`config.mk`:
```
export PLATFORM = sky130hd
export DESIGN_NAME = rr_arbiter_16
export DESIGN_NICKNAME = d
export VERILOG_FILES = /design/src/rtl/rr_arbiter_16.sv
export SDC_FILE = /design/constraint.sdc
export NUM_CORES = 1
export LEC_CHECK = 0
export ABC_CLOCK_PERIOD_IN_PS = 5400
export CAP_MARGIN = 10
export CORE_MARGIN = 2
export CORE_UTILIZATION = 59
export DETAILED_ROUTE_END_ITERATION = 7
export GPL_TIMING_DRIVEN = 0
export PLACE_DENSITY = 0.82
export SLEW_MARGIN = 30
export SYNTH_ARGS = -nofsm -noshare
export SYNTH_HDL_FRONTEND = slang
export SYNTH_SLANG_ARGS = --single-unit
```
`constraint.sdc`:
```
create_clock -name clk -period 5.4 [get_ports clk]
set_clock_uncertainty 0.2 [all_clocks]
set_input_delay 1.08 -clock clk [delete_from_list [all_inputs] [get_ports clk]]
set_output_delay 1.08 -clock clk [all_outputs]
set_load 0.02 [all_outputs]
```
`src/rtl/rr_arbiter_16.sv`:
```
// ---------------------------------------------------------------------------
// rr_arbiter_16 -- 16-way round-robin arbiter with a per-winner hold limit.
//
// A request vector is arbitrated in IDLE: the first set bit found scanning
// from the priority pointer upward (wrapping at 15) wins. The winner holds
// the grant in GRANT until it drops its request or has held for MAX_HOLD
// cycles. A timeout-driven release pulses `timeout` for one cycle. Every
// release passes through IDLE, which leaves one dead cycle between grants.
//
// Parameters
//   MAX_HOLD   maximum consecutive grant cycles per winner; 0 = unlimited
//
// Ports
//   clk        rising-edge clock
//   rst_n      asynchronous active-low reset
//   req        request vector; bit i belongs to requester i
//   gnt        registered one-hot grant, all-zero when no grant is held
//   gnt_id     binary index of the granted requester (0 when idle)
//   gnt_valid  high while a grant is held
//   timeout    one-cycle pulse following a forced release
// ---------------------------------------------------------------------------
module rr_arbiter_16 #(
   parameter int MAX_HOLD = 8
) (
   input  logic        clk,
   input  logic        rst_n,
   input  logic [15:0] req,
   output logic [15:0] gnt,
   output logic [3:0]  gnt_id,
   output logic        gnt_valid,
   output logic        timeout
);

   // The counter must be able to hold the value MAX_HOLD itself.
   localparam int HOLD_W = (MAX_HOLD < 2) ? 1 : $clog2(MAX_HOLD + 1);
   localparam logic [HOLD_W-1:0] HOLD_LIMIT = HOLD_W'(MAX_HOLD);
   localparam bit HOLD_LIMITED = (MAX_HOLD != 0);

   typedef enum logic {
      IDLE  = 1'b0,
      GRANT = 1'b1
   } state_t;

   state_t            state;
   logic [3:0]        ptr;
   logic [HOLD_W-1:0] hold_cnt;

   logic              win_found;
   logic [3:0]        win_id;
   logic              release_now;
   logic              hold_expired;

   // Rotating priority search. The index sum is 4 bits wide, so it wraps
   // from 15 back to 0 on its own and the scan covers ptr..15, 0..ptr-1.
   always_comb begin
      // NOTE: every output of this block gets a default first so that no
      // path through the loop leaves it unassigned and infers a latch.
      win_found = 1'b0;
      win_id    = 4'd0;
      for (int i = 0; i < 16; i++) begin
         if (!win_found && req[ptr + 4'(i)]) begin
            win_found = 1'b1;
            win_id    = ptr + 4'(i);
         end
      end
   end

   // Release when the holder lets go, or when a bounded hold reaches its limit.
   assign hold_expired = HOLD_LIMITED && (hold_cnt == HOLD_LIMIT);
   assign release_now  = !req[gnt_id] || hold_expired;

   // NOTE: all state and registered outputs use non-blocking assignments so
   // every register samples pre-edge values regardless of statement order.
   always_ff @(posedge clk or negedge rst_n) begin
      if (!rst_n) begin
         state     <= IDLE;
         ptr       <= 4'd0;
         hold_cnt  <= '0;
         gnt       <= 16'd0;
         gnt_id    <= 4'd0;
         gnt_valid <= 1'b0;
         timeout   <= 1'b0;
      end else begin
         // timeout is a pulse: it only survives the cycle after a forced release.
         timeout <= 1'b0;
         case (state)
            IDLE: begin
               if (win_found) begin
                  state     <= GRANT;
                  gnt_id    <= win_id;
                  gnt       <= 16'd1 << win_id;
                  gnt_valid <= 1'b1;
                  hold_cnt  <= HOLD_W'(1);
                  ptr       <= win_id + 4'd1;   // winner 15 wraps to 0
               end
            end
            GRANT: begin
               if (release_now) begin
                  state     <= IDLE;
                  gnt       <= 16'd0;
                  gnt_id    <= 4'd0;
                  gnt_valid <= 1'b0;
                  hold_cnt  <= '0;
                  // Still requesting at release means the limit forced it out.
                  timeout   <= req[gnt_id];
               end else begin
                  hold_cnt <= hold_cnt + 1'b1;
               end
            end
            default: begin
               state <= IDLE;
            end
         endcase
      end
   end

endmodule

```
==> metrics.yaml <==
global_routing:
  grt_pass1_wl_mm: 19.3
  met2_usage: 0.508
  use_met3: 0.0495
  antenna_found_initial: 0
  grt_use_met1: 0.485
  grt_pass1_vias: 3605
  grt_max_degree: 32
  grt_busiest_layer: "met2"
  grt_overflow: 0
  gr-usage-all-layers: 0.332
finish:
  final_nets: 480
  final_cells: 529
  final_cell_mix: "clkdlybuf4s50_1 (38), nor2_1 (32), dfrtp_1 (31), nand2_1 (29), mux4_2 (29)"
  fin_util: 0.693
  area_delta_synth_final_pct: 15.0
  drive_gt1_frac: 0.247
  n_fill_cell: 532
  antennaDiodeCount: 0
  layout_commonest_cell: "clkdlybuf4s50_1"
clock_tree:
  cts_tree: "built"
  cts-htree-levels: 2
  hold_buffers: 0
  post_cts_buffers: 0
  clock_path_buffers: 2
  clk_latency_ns: 0.29
  cts_buffers: 5
  cts.sinks: 31
  cts.reportedPaths.clkPinSlew_ns: 0.06
  cts_root_buf: "clkbuf_8"
synth:
  synthesis.area_um2: 4050
  yosysUniqueCellTypes: 83
  ys_seq_elements: 31
  async_flop_share: 1.00
  yosys_warnings: 0
  syn_area_per_cell_um2: 10.0
  synth_cells: 403
  ys_seq_area_frac: 0.192
  synth-edff-count: 0
  ys.flop_type: "dfrtp_1"
  syn_nets: 435
job:
  maxCapViolations: 0
timing:
  fin_crit_ns: 5.14
  hold_viol_final: 0
  slew_violations: 0
  setup_viol: 0
  fmax_ghz: 0.195
  fin_ws_ns: 0.260
  rsz0062_at_grt: "no"
  slew_headroom: 0.418
  fin_crit_sh: 0.952
  tightest_slew_ns: 0.867
critical_path:
  crit_type: "reg2reg"
  cp-start-kind: "flop"
  cp_max_fo: 19
  endpoint_kind: "flop"
  arrival_ns: 5.10
  required_ns: 5.36
floorplanning:
  rows: 30
  start_util: 0.603
  chipHeight_um: 86.8
  die_area_um2: 7540
  core_um2: 6720
  ioPinCount: 40
  die-width_um: 86.8
placement:
  place_congestion: 0.937
  dpl.hpwl_mm: 9.11
  portBuffers: 39
  dp.cells: 522
  dp_slack_ns: -0.356
detailed_routing:
  routed_wl_mm: 12.0
  initialDrtViolationCount: 452
  remaining_drc_errors: 0
  vias_per_cell: 7.18
  wl_per_cell_um: 22.7
  vias: 3800
  detail-route-antenna-nets: 0
  drt_first_pass_iters: 5
outcome:
  run_status: "completed"
worst_hold_path:
  min_path_type: "reg2reg"
-- metrics by stage --
stage                     instance area [um2]  hold slack (ns)  TNS, ns
final                                    4660            0.304        0
after global routing                     4660            0.324        0
after CTS                                4650            0.309        0
after detailed placement                 4530            0.290    -2.74
after global placement                   4540            0.283   -0.987
after floorplan                          4050            0.264        0
-- logic make-up after synthesis --
family / after synthesis / synth area share
xor gates and xnor gates: 13 / 0.0337
muxes: 75 / 0.293
DFF: 31 / 0.192
and+or+nand+nor: 126 / 0.184
adders and majority gates: 14 / 0.0433
AOI/OAI and AO/OA: 109 / 0.205
buffers and inverters: 35 / 0.0504
-- final cells by class --
class	instances	area (um2)	share of cell area
Multi-Input combinational cell	337	3080	0.661
Inverter	14	55.1	0.0118
Tap cell	80	100	0.0215
Buffer	20	145	0.0312
Clock buffer	6	82.6	0.0177
Clock inverter	2	35.0	0.00752
Sequential cell	31	776	0.167
Timing Repair Buffer	39	385	0.0828
-- path summary, 6_finish.rpt --
check | from | end | slack (ns) | depth (start not counted)
max in group asynchronous | rst_n | gnt_id[0] | 3.94 | 1
max | ptr[1] | ptr[2] | 0.26 | 15
min in group asynchronous | rst_n | timeout | 0.62 | 1
min | gnt[1] | gnt[1] | 0.30 | 1
max reg2reg | ptr[1] | ptr[2] | 0.26 | 15
min reg2reg | gnt[1] | gnt[1] | 0.30 | 1
-- synth_stat cells (all sizes together), types with 3 or more instances --
cell,number,share of area
a2111oi,4,0.012
a211oi,5,0.011
a21o,4,0.0074
a21oi,20,0.025
a22o,14,0.030
a31oi,7,0.021
a32o,3,0.0074
and3,3,0.0046
buf,17,0.033
clkbuf,4,0.0037
dfrtp,31,0.19
ha,14,0.043
inv,13,0.013
mux2,23,0.067
mux2i,23,0.065
mux4,29,0.16
nand2,30,0.028
nand2b,4,0.0080
nand3,24,0.033
nand4,6,0.011
nor2,33,0.031
nor2b,7,0.013
nor3,4,0.0090
nor4,3,0.012
o211ai,4,0.0074
o21ai,20,0.025
o32ai,3,0.0065
xnor2,7,0.017
xor2,6,0.017
-- sequential cells by signal, summed over array words and instances (netlist names) --
register,cells
gnt,16
gnt_id,4
hold_cnt,4
ptr,4
gnt_valid,1
state,1
timeout,1
-- worst max-delay path: stages (launching register included) --
cell,delay [ns]
dfrtp_1,0.43
buf_4,0.22
buf_6,0.24
inv_1,0.24
ha_1,0.35
buf_4,0.18
mux4_2,0.58
mux2_4,0.32
mux2i_4,0.26
and2b_1,0.19
nand3_2,0.16
or4_4,0.58
a31oi_4,0.27
ha_1,0.26
ha_1,0.25
mux2_1,0.28
-- per-layer routing --
layer | share of wire | wire length, um
met1 | 0.42 | 5060
met2 | 0.47 | 5610
met5 | 0 | 0
met4 | 0.025 | 303
met3 | 0.084 | 1010
-- repair_timing --
item,4_1_cts,5_1_grt
setup endpoints to repair,20,1
resized for setup,0,1
endpoints found under the hold margin,0,0
Power is left out: the tool's default activity adds up to more than one toggle a clock period on the data nets, which glitch-free logic cannot reach.
